### config.mk
export PLATFORM = sky130hd
export DESIGN_NAME = datapath_bus_flat
export DESIGN_NICKNAME = d
export VERILOG_FILES = /design/src/rtl/cpu_pkg.sv /design/src/rtl/datapath_bus_if.sv /design/src/rtl/dp_reg.sv /design/src/rtl/datapath_bus.sv /design/src/flat_wrapper.sv
export SDC_FILE = /design/constraint.sdc
export NUM_CORES = 1
export LEC_CHECK = 0
export CAP_MARGIN = 0
export CORE_ASPECT_RATIO = 0.6
export CORE_MARGIN = 1.5
export CORE_UTILIZATION = 40
export CTS_CLUSTER_SIZE = 16
export DETAILED_ROUTE_END_ITERATION = 8
export SYNTH_ARGS = -nofsm -noshare
export SYNTH_HDL_FRONTEND = slang
export SYNTH_SLANG_ARGS = --single-unit
export TNS_END_PERCENT = 30
### constraint.sdc
create_clock -name clk -period 5.5 [get_ports clk]
set_input_delay 1.375 -clock clk [delete_from_list [all_inputs] [get_ports clk]]
set_output_delay 1.375 -clock clk [all_outputs]
set_load 0.01 [all_outputs]
### src/rtl/cpu_pkg.sv
// Shared datapath constants: bus source codes, enable bit map, ALU op codes
// and the index layout of the generic register bank.
package cpu_pkg;

   localparam int RD_W  = 4;
   localparam int EN_W  = 16;
   localparam int ALU_W = 3;

   localparam logic [RD_W-1:0] RD_ZERO = 4'd0;
   localparam logic [RD_W-1:0] RD_PC   = 4'd1;
   localparam logic [RD_W-1:0] RD_AR   = 4'd2;
   localparam logic [RD_W-1:0] RD_IR   = 4'd4;
   localparam logic [RD_W-1:0] RD_AC   = 4'd5;
   localparam logic [RD_W-1:0] RD_R    = 4'd6;
   localparam logic [RD_W-1:0] RD_R1   = 4'd7;
   localparam logic [RD_W-1:0] RD_R2   = 4'd8;
   localparam logic [RD_W-1:0] RD_R3   = 4'd9;
   localparam logic [RD_W-1:0] RD_R4   = 4'd10;
   localparam logic [RD_W-1:0] RD_DM   = 4'd12;
   localparam logic [RD_W-1:0] RD_IM   = 4'd13;

   localparam int EN_PC = 1;
   localparam int EN_AR = 2;
   localparam int EN_IR = 3;
   localparam int EN_AC = 4;
   localparam int EN_R  = 5;
   localparam int EN_R4 = 7;
   localparam int EN_R3 = 8;
   localparam int EN_R2 = 9;
   localparam int EN_R1 = 10;
   localparam int EN_DM = 11;

   localparam logic [ALU_W-1:0] ALU_NOP = 3'd0;
   localparam logic [ALU_W-1:0] ALU_ADD = 3'd1;
   localparam logic [ALU_W-1:0] ALU_SUB = 3'd2;
   localparam logic [ALU_W-1:0] ALU_MUL = 3'd3;
   localparam logic [ALU_W-1:0] ALU_LSH = 3'd4;

   // Slots of the dp_reg bank (AC lives outside it because of the ALU)
   localparam int NUM_REGS = 8;
   localparam int REG_PC = 0;
   localparam int REG_AR = 1;
   localparam int REG_IR = 2;
   localparam int REG_R  = 3;
   localparam int REG_R1 = 4;
   localparam int REG_R2 = 5;
   localparam int REG_R3 = 6;
   localparam int REG_R4 = 7;

   function automatic int reg_en_bit(input int slot);
      case (slot)
         REG_PC:  return EN_PC;
         REG_AR:  return EN_AR;
         REG_IR:  return EN_IR;
         REG_R:   return EN_R;
         REG_R1:  return EN_R1;
         REG_R2:  return EN_R2;
         REG_R3:  return EN_R3;
         REG_R4:  return EN_R4;
         default: return 0;
      endcase
   endfunction

endpackage

### src/rtl/datapath_bus_if.sv
// Control/status bundle between the control FSM (master) and the datapath
// (slave), including the instruction- and data-memory ports.
interface datapath_bus_if
   import cpu_pkg::*;
#(
   parameter int WIDTH  = 16,
   parameter int ADDR_W = 16
);
   logic [RD_W-1:0]   read_en;
   logic [EN_W-1:0]   write_en;
   logic [EN_W-1:0]   inc_en;
   logic [EN_W-1:0]   clr_en;
   logic [ALU_W-1:0]  alu_op;
   logic [WIDTH-1:0]  im_rdata;
   logic [WIDTH-1:0]  dm_rdata;
   logic [ADDR_W-1:0] im_addr;
   logic [ADDR_W-1:0] dm_addr;
   logic [WIDTH-1:0]  dm_wdata;
   logic              dm_we;
   logic [WIDTH-1:0]  instruction;
   logic [15:0]       z;
   logic [WIDTH-1:0]  bus;

   modport master (
      output read_en, write_en, inc_en, clr_en, alu_op, im_rdata, dm_rdata,
      input  im_addr, dm_addr, dm_wdata, dm_we, instruction, z, bus
   );

   modport slave (
      input  read_en, write_en, inc_en, clr_en, alu_op, im_rdata, dm_rdata,
      output im_addr, dm_addr, dm_wdata, dm_we, instruction, z, bus
   );
endinterface

### src/rtl/dp_reg.sv
// Generic datapath register: synchronous reset, then clear > load > increment.
module dp_reg #(
   parameter int WIDTH = 16
) (
   input  logic             clk,
   input  logic             rst,
   input  logic             clr,
   input  logic             load,
   input  logic             inc,
   input  logic [WIDTH-1:0] d,
   output logic [WIDTH-1:0] q
);
   logic [WIDTH-1:0] q_reg;

   always_ff @(posedge clk) begin
      if (rst)       q_reg <= '0;
      else if (clr)  q_reg <= '0;
      else if (load) q_reg <= d;
      else if (inc)  q_reg <= q_reg + WIDTH'(1);
   end

   assign q = q_reg;
endmodule

### src/rtl/datapath_bus.sv
// Processor datapath: register bank, shared bus mux, AC with ALU, memory ports.
// Define DATAPATH_MULT_EN to build the alu_op 3 multiplier; otherwise op 3 is a no-op.
module datapath_bus
   import cpu_pkg::*;
#(
   parameter int WIDTH  = 16,
   parameter int ADDR_W = 16
) (
   input logic          clk,
   input logic          rst,
   datapath_bus_if.slave dp
);
   logic [WIDTH-1:0] reg_q [NUM_REGS];
   logic [WIDTH-1:0] bus_val;
   logic [WIDTH-1:0] ac_reg, ac_next;
   logic             carry_reg, carry_next;
   logic             unused_bits;

   generate
      for (genvar gi = 0; gi < NUM_REGS; gi++) begin : g_regs
         localparam int EN = reg_en_bit(gi);
         dp_reg #(.WIDTH(WIDTH)) u_reg (
            .clk  (clk),
            .rst  (rst),
            .clr  (dp.clr_en[EN]),
            .load (dp.write_en[EN]),
            .inc  (dp.inc_en[EN]),
            .d    (bus_val),
            .q    (reg_q[gi])
         );
      end
   endgenerate

   always_comb begin
      bus_val = '0;
      case (dp.read_en)
         RD_PC:   bus_val = reg_q[REG_PC];
         RD_AR:   bus_val = reg_q[REG_AR];
         RD_IR:   bus_val = reg_q[REG_IR];
         RD_AC:   bus_val = ac_reg;
         RD_R:    bus_val = reg_q[REG_R];
         RD_R1:   bus_val = reg_q[REG_R1];
         RD_R2:   bus_val = reg_q[REG_R2];
         RD_R3:   bus_val = reg_q[REG_R3];
         RD_R4:   bus_val = reg_q[REG_R4];
         RD_DM:   bus_val = dp.dm_rdata;
         RD_IM:   bus_val = dp.im_rdata;
         default: bus_val = '0;
      endcase
   end

   // The ALU only gets AC when the FSM asserts none of AC's own enables
   always_comb begin
      ac_next    = ac_reg;
      carry_next = carry_reg;
      if (dp.clr_en[EN_AC]) begin
         ac_next = '0;
      end else if (dp.write_en[EN_AC]) begin
         ac_next = bus_val;
      end else if (dp.inc_en[EN_AC]) begin
         ac_next = ac_reg + WIDTH'(1);
      end else begin
         case (dp.alu_op)
            ALU_ADD: {carry_next, ac_next} = {1'b0, ac_reg} + {1'b0, reg_q[REG_R]};
            ALU_SUB: {carry_next, ac_next} = {1'b0, ac_reg} - {1'b0, reg_q[REG_R]};
`ifdef DATAPATH_MULT_EN
            ALU_MUL: ac_next = ac_reg * reg_q[REG_R];
`endif
            ALU_LSH: begin
               ac_next    = {ac_reg[WIDTH-2:0], 1'b0};
               carry_next = ac_reg[WIDTH-1];
            end
            default: ac_next = ac_reg;
         endcase
      end
   end

   always_ff @(posedge clk) begin
      if (rst) begin
         ac_reg    <= '0;
         carry_reg <= 1'b0;
      end else begin
         ac_reg    <= ac_next;
         carry_reg <= carry_next;
      end
   end

   assign dp.bus         = bus_val;
   assign dp.dm_wdata    = bus_val;
   assign dp.dm_we       = dp.write_en[EN_DM];
   assign dp.im_addr     = reg_q[REG_PC][ADDR_W-1:0];
   assign dp.dm_addr     = reg_q[REG_AR][ADDR_W-1:0];
   assign dp.instruction = reg_q[REG_IR];
   assign dp.z           = (ac_reg == '0) ? 16'd1 : 16'd0;

   // Carry has no consumer yet; the enable bits listed here map to no register
   assign unused_bits = ^{carry_reg,
                          dp.write_en[15:12], dp.write_en[6], dp.write_en[0],
                          dp.inc_en[15:12],   dp.inc_en[11],  dp.inc_en[6], dp.inc_en[0],
                          dp.clr_en[15:12],   dp.clr_en[11],  dp.clr_en[6], dp.clr_en[0]};
endmodule

### src/flat_wrapper.sv
// flat-port wrapper written by rule: the top's interface ports become plain ports
module datapath_bus_flat import cpu_pkg::*;
#(
   parameter int WIDTH  = 16,
   parameter int ADDR_W = 16
)
  (clk, rst, dp_read_en, dp_write_en, dp_inc_en, dp_clr_en, dp_alu_op, dp_im_rdata, dp_dm_rdata, dp_im_addr, dp_dm_addr, dp_dm_wdata, dp_dm_we, dp_instruction, dp_z, dp_bus);
  datapath_bus_if #(.WIDTH(WIDTH), .ADDR_W(ADDR_W)) dp_i ();
  input logic clk;
  input logic rst;
  input wire logic [$bits(dp_i.read_en)-1:0] dp_read_en;
  input wire logic [$bits(dp_i.write_en)-1:0] dp_write_en;
  input wire logic [$bits(dp_i.inc_en)-1:0] dp_inc_en;
  input wire logic [$bits(dp_i.clr_en)-1:0] dp_clr_en;
  input wire logic [$bits(dp_i.alu_op)-1:0] dp_alu_op;
  input wire logic [$bits(dp_i.im_rdata)-1:0] dp_im_rdata;
  input wire logic [$bits(dp_i.dm_rdata)-1:0] dp_dm_rdata;
  output wire logic [$bits(dp_i.im_addr)-1:0] dp_im_addr;
  output wire logic [$bits(dp_i.dm_addr)-1:0] dp_dm_addr;
  output wire logic [$bits(dp_i.dm_wdata)-1:0] dp_dm_wdata;
  output wire logic [$bits(dp_i.dm_we)-1:0] dp_dm_we;
  output wire logic [$bits(dp_i.instruction)-1:0] dp_instruction;
  output wire logic [$bits(dp_i.z)-1:0] dp_z;
  output wire logic [$bits(dp_i.bus)-1:0] dp_bus;
  assign dp_i.read_en = dp_read_en;
  assign dp_i.write_en = dp_write_en;
  assign dp_i.inc_en = dp_inc_en;
  assign dp_i.clr_en = dp_clr_en;
  assign dp_i.alu_op = dp_alu_op;
  assign dp_i.im_rdata = dp_im_rdata;
  assign dp_i.dm_rdata = dp_dm_rdata;
  assign dp_im_addr = dp_i.im_addr;
  assign dp_dm_addr = dp_i.dm_addr;
  assign dp_dm_wdata = dp_i.dm_wdata;
  assign dp_dm_we = dp_i.dm_we;
  assign dp_instruction = dp_i.instruction;
  assign dp_z = dp_i.z;
  assign dp_bus = dp_i.bus;
  datapath_bus #(.WIDTH(WIDTH), .ADDR_W(ADDR_W)) u_core (.clk(clk), .rst(rst), .dp(dp_i));
endmodule
==> flow_summary.yaml <==
die:
  die-area_um2: 28400
  fp.dieH_um: 131
  rows: 46
  core_area_um2: 26600
  ios: 186
  die-width_um: 216
  start_util: 0.410
grt:
  grt_pass1_wl_mm: 64.5
  grt_pass1_vias: 9857
  met1_usage: 0.472
  grtUsageTotal: 0.309
  antenna_found_initial: 1
  grt_max_degree: 33
  use_met2: 0.413
  gr-max-usage-layer: "met1"
  grt_overflow: 0
  grt_util_met3: 0.0879
sta:
  fin_crit_sh: 0.989
  worst_pin_slew_ns: 1.13
  fin_skew_ns: 0.00759
  fin_crit_ns: 5.44
  grt_setup_unrepaired: "no"
  finalSetupViolCount: 0
  hold_slack_ns: 0.610
  fmax_mhz: 184
  tns_ns: 0
  relSlewSlack: 0.243
  slew_violations: 0
  finalHoldViolations: 0
finish:
  postLayoutCellArea_um2: 13000
  largest_reg_flops: 128
  fin_nets: 1591
  drive_gt1_frac: 0.0822
  fillCellCount: 2644
  area_delta_synth_final_pct: 19.1
  diodes: 0
job:
  cap_viol_max_count: 0
worst_setup_path:
  start_kind: "input port"
  required_ns: 4.12
  r2r-end: "u_core.ac_reg[15]"
  slowest_stage: "clkdlybuf4s50_1"
  r2r_cells: 11
  end_kind: "output port"
  max_stage_delay_ns: 0.55
  worstSetupPathType: "input port to output port"
  cp-startpoint: "dp_read_en[1]"
  cp-endpoint: "dp_bus[5]"
  crit_fanout: 22
  r2r_start: "u_core.g_regs[3].u_reg.q[0]"
  arrival_ns: 4.07
  r2r_setup_slack_ns: 1.81
  crit_path_cell_trace: "clkdlybuf4s50_1 -> buf_12 -> buf_4 -> nor2b_2 -> a22oi_1 -> nor2_1 -> a31oi_1 -> o221ai_2 -> buf_4 -> clkdlybuf4s50_1"
synthesis:
  ys_ff_latch: 144
  synth_edf_count: 0
  synth.area.top_cells: "dfxtp_1 (26%), a211oi_1 (10%), xnor2_1 (8.9%)"
  yosysWarnings: 0
  syn_area_um2: 10900
  syn_inst: 1388
  yosysMostFrequentCell: "nor2_1"
  synth_top_area_cell: "dfxtp_1"
  postSynth.asyncResetShare: 0
  synth.avg_cell_area_um2: 7.88
  synth_top_area_share: 0.264
  ys.flop_type: "dfxtp_1"
  synth-seq-area-share: 0.264
  synth_common_cells: "nor2_1 (186), a211oi_1 (145), dfxtp_1 (144)"
  synth_cell_types: 84
clock_tree:
  htree_levels: 4
  cts_tree: "yes"
  clock-root-buffer: "clkbuf_16"
  post_cts_buffers: 0
  ctsHoldBuffers: 0
  cts_buffers: 17
  cts.sinks: 144
  worstSkewPairLatency_ns: 0.44
  cts_max_path_buffers: 2
  clkTransAtPathRegs_ns: 0.06
  cts_resized: 1
route:
  dr.pass1.iters: 5
  dr.first_iter.drc_count: 1779
  totalWireLength_mm: 44.3
  wl_per_cell_um: 24.0
  ant_nets: 0
  via_count: 11300
  drcViolationCount: 0
  via_per_inst: 6.12
placement:
  gp_congestion: 0.968
  dp_hpwl_mm: 33.1
  io_buffers: 148
  place_area_um2: 12500
min_path:
  hold_path_class: "register to register"
outcome:
  status: "complete, no violations"
pwr:
  powerDensity_nw_per_um2: 230
  leakage_nw: 4.65
  p_total_mw: 2.99
  ir_worst_vdd_mv: 0.147
## layer usage
layer,vias up,routed length (µm)
met4,2,784
met3,54,5590
met5,-,10
met1,5346,21000
met2,689,17000
li1,5202,-
## how the worst min path moves through the flow
stage	cells past startpoint	endpoint	slack (ns)	startpoint
floorplan	3	u_core.g_regs[5].u_reg.q[15]	0.55	u_core.g_regs[5].u_reg.q[15]
finish	3	u_core.g_regs[7].u_reg.q[8]	0.61	u_core.g_regs[7].u_reg.q[8]
detailed placement	3	u_core.g_regs[5].u_reg.q[15]	0.59	u_core.g_regs[5].u_reg.q[15]
CTS	3	u_core.g_regs[6].u_reg.q[15]	0.60	u_core.g_regs[6].u_reg.q[15]
global route	3	u_core.g_regs[6].u_reg.q[15]	0.64	u_core.g_regs[6].u_reg.q[15]
global placement	3	u_core.g_regs[6].u_reg.q[15]	0.57	u_core.g_regs[6].u_reg.q[15]
## cell families (layout without fill, tap and decap cells)
kind of cell | count (synthesis) | count (layout) | synth area share
xor+xnor | 147 | 147 | 0.118
other cells | 1 | 15 | 0.000343
buf+inv | 173 | 256 | 0.0830
fa+ha+maj | 27 | 27 | 0.0316
simple gates | 492 | 492 | 0.222
flops | 144 | 144 | 0.264
compound gates | 369 | 369 | 0.247
mux | 35 | 35 | 0.0346
## where the power goes
group	internal [mW]	switching, mW	leakage, nW	total, mW
combinational	0.317	0.448	3.22	0.765
sequential	1.08	0.0870	1.17	1.17
clock	0.601	0.455	0.255	1.06
## layout by cell type (no fill, tap or decap), drive strengths merged, types with 7 or more instances in the layout
cell type,synthesis,layout
nor2,186,186
a211oi,148,148
clkdlybuf4s50,0,145
dfxtp,144,144
xnor2,112,112
nand2,82,82
a21oi,61,61
nand3,57,57
buf,77,50
o21ai,42,42
nand4,41,41
xor2,35,35
and3,33,33
inv,31,31
ha,26,26
a22oi,24,24
clkbuf,64,23
mux2i,22,22
nor2b,18,18
conb,1,15
nor3,15,15
and4,14,14
a22o,13,13
mux2,12,12
or2,9,9
nand2b,7,7
a31oi,7,7
o211ai,7,7
a221oi,7,7
and2,7,7
## area by class of cell
cell class	instances	area, µm²	area share
sequential	144	2880	0.221
clock buffer	23	478	0.0367
tap	360	450	0.0346
multi-input combinational	1085	7210	0.554
timing repair buffer	195	1840	0.142
inverter	32	120	0.00922
clock inverter	6	36.3	0.00279
## through the flow
step                      setup WS [ns]  instances   util
final                            0.0578       1845  0.489
after global routing            0.00297       1845  0.489
after CTS                        0.0154       1845  0.488
after detailed placement        0.00367       1816  0.469
after global placement           0.0206       1816  0.469
after floorplan                    1.03       1402      -
## critical path: cells and delay by family
family / cells / cell delay (ns)
buf+inv: 5 / 1.73
compound gates: 3 / 0.58
simple gates: 2 / 0.39
No activity file was read; power rests on OpenSTA's default activity.
==> variant, RTL diff (same settings) <==
Set the package constant `RD_W` to 5 (it was 4).
--- a/src/rtl/cpu_pkg.sv
+++ b/src/rtl/cpu_pkg.sv
@@ -2,7 +2,7 @@
 // and the index layout of the generic register bank.
 package cpu_pkg;
 
-   localparam int RD_W  = 4;
+   localparam int RD_W  = 5;
    localparam int EN_W  = 16;
    localparam int ALU_W = 3;
 
Ports: changed (resized dp_read_en); port bits go from 186 to 187. No check against the original RTL was run, so the function may have changed too.
==> variant against the original RTL <==
  * Combinational power shrank 18%
  * Global-route usage grew 1.1 points
  * Highest routed layer unchanged
  * Setup slack gained 0.072 ns
  * Clock skew grew 0.0036 ns
  * First-iteration DRC count shrank 8.6%
  * Sequential cell count is the same
  * Die area shrank 5.3%
  * Critical path depth shrank 1
  * Design area shrank 2.5%
  * Routed wire length shrank 1.6%
  * Synthesized area shrank 5.4%
  * Power shrank 1.4%
==> variant: results (changes against the original RTL) <==
| Metric | Value |
|---|---|
| Outcome | completed |
| XOR/XNOR Fraction of Synth Area | 13.0% (+1.2 points) |
| Hold Path End | u_core.g_regs[4].u_reg.q[15]$_SDFFE_PP0P_ |
| Post-synthesis sequential area ratio | 27.9% (+1.5 points) |
| Multiplexer share of the synthesized area | 0.0967% (-3.4 points) |
| Critical Path Start | dp_read_en[3] |
| Post-DP Area | 0.0121 sq mm (-3.2%) |
| Number of global-route vias before repair | 9433 (-4.3%) |
| Main synth FF type | dfxtp_1 |
| WHS | 0.599 ns (-0.0107 ns) |
| Length of routed met3 wiring | 5.93 mm (+6.2%) |
| Reg-to-reg endpoint | u_core.ac_reg[15]$_SDFFE_PP0P_ |
| Worst Path Max Fanout | 7 (-68%) |
| GR met2 Demand/Resource | 40.1% (-1.2 points) |
| Initial DRC count | 1626 (-8.6%) |
| Synth top cells by count | nor2_1 (192), a211oi_1 (144), dfxtp_1 (144), xnor2_1 (103), nand2_1 (77) |
| Global Route Usage Sum | 32.0% (+1.1 points) |
| Via count | 10900 (-3.2%) |
| Hold Path Origin | u_core.g_regs[4].u_reg.q[15]$_SDFFE_PP0P_ |
| Initial antenna violation count | 2 (+1) |
| Non-filler cells, final | 1766 (-4.3%) |
| Routability cong. | 0.976 (+0.89%) |
| Switching pwr | 0.920 mW (-7.1%) |
| Slowest stage delay, CP | 0.50 ns (-0.05 ns) |
| Synth unique cells | 69 (-18%) |
| Layout Nets | 1542 (-3.1%) |
| Post-synthesis adder-cell area fraction | 3.34% (+0.18 points) |
| Compound-cell area share of the yosys netlist | 25.0% (+0.29 points) |
| Fin Clk Skew | 0.0111 ns (+0.00356 ns) |
| Dpl cells | 1734 (-4.5%) |
| Synthesized instance count | 1323 (-4.7%) |
| RR Startpoint | u_core.g_regs[3].u_reg.q[2]$_SDFFE_PP0P_ |
| DR WL met2 | 16.3 mm (-4.3%) |
| Max VDD drop | 0.000162 V (+10%) |
| Met3 usage | 10.7% (+2.0 points) |
| LEAKAGE | 4.67 nW (+0.56%) |
| Crit path to | dp_dm_wdata[1] |
| Reg2Reg Depth | 12 (+1) |
| TritonRoute pass-1 iters | 7 (+2) |
| Critical path arrival | 4.00 ns (-0.07 ns) |
| Post-Route M1 WL | 20.5 mm (-2.2%) |
| Tmin final | 5.37 ns (-0.0717 ns) |
| Post_cts resized | 3 (+2) |
| Port Buffers | 149 (+0.68%) |
| Asr flop ratio synth | 0% (unchanged) |
| Detailed placer's ending HPWL | 33.3 mm (+0.57%) |
| Wire per inst | 24.7 um (+2.8%) |
| M1 GR Usage | 49.8% (+2.6 points) |
| Layout cells sized above 1 | 8.00% (-0.21 points) |
| Filler cells | 2468 (-6.7%) |
| Dpl ws | -0.0305 ns (-0.0342 ns) |
| Flop2flop setup slack | 1.56 ns (-0.25 ns) |
| First-pass GRT wire length | 63.0 mm (-2.3%) |
| Area contributors post-synth | dfxtp_1 (28%), a211oi_1 (10%), xnor2_1 (8.7%), nor2_1 (7.0%), xor2_1 (4.3%) |
| Worst-Margin Slew | 1.17 ns (+0.0369 ns) |
[variant: changes by cell type after synthesis, sizes merged, moves of 7 or more]
cell	unedited run	this run
clkbuf	64	72
xor2	35	51
nor2	186	194
and4	14	7
mux2i	22	1
a22oi	24	52
buf	77	58
xnor2	112	103
a21oi	61	40
o21ai	42	20
mux2	12	0
a21o	1	8
[variant: area by class of cell]
| class | count | area [sq um] | area share [%] |
|---|---|---|---|
| Sequential cell | 144 | 2880 | 22.7 |
| Clock buffer | 21 | 460 | 3.62 |
| Multi-Input combinational cell | 1031 | 6780 | 53.3 |
| Inverter | 32 | 120 | 0.946 |
| Clock inverter | 10 | 113 | 0.887 |
| Timing Repair Buffer | 199 | 1940 | 15.3 |
| Tap cell | 329 | 412 | 3.24 |
[variant: power groups by stage]
stage               sequential, mW  combinational [mW]  clock [mW]
floorplan                     1.14               0.385           0
global placement              1.19               0.605           0
detailed placement            1.19               0.608           0
CTS                           1.16               0.612        1.16
global route                  1.17               0.676        1.21
finish                        1.17               0.628        1.15
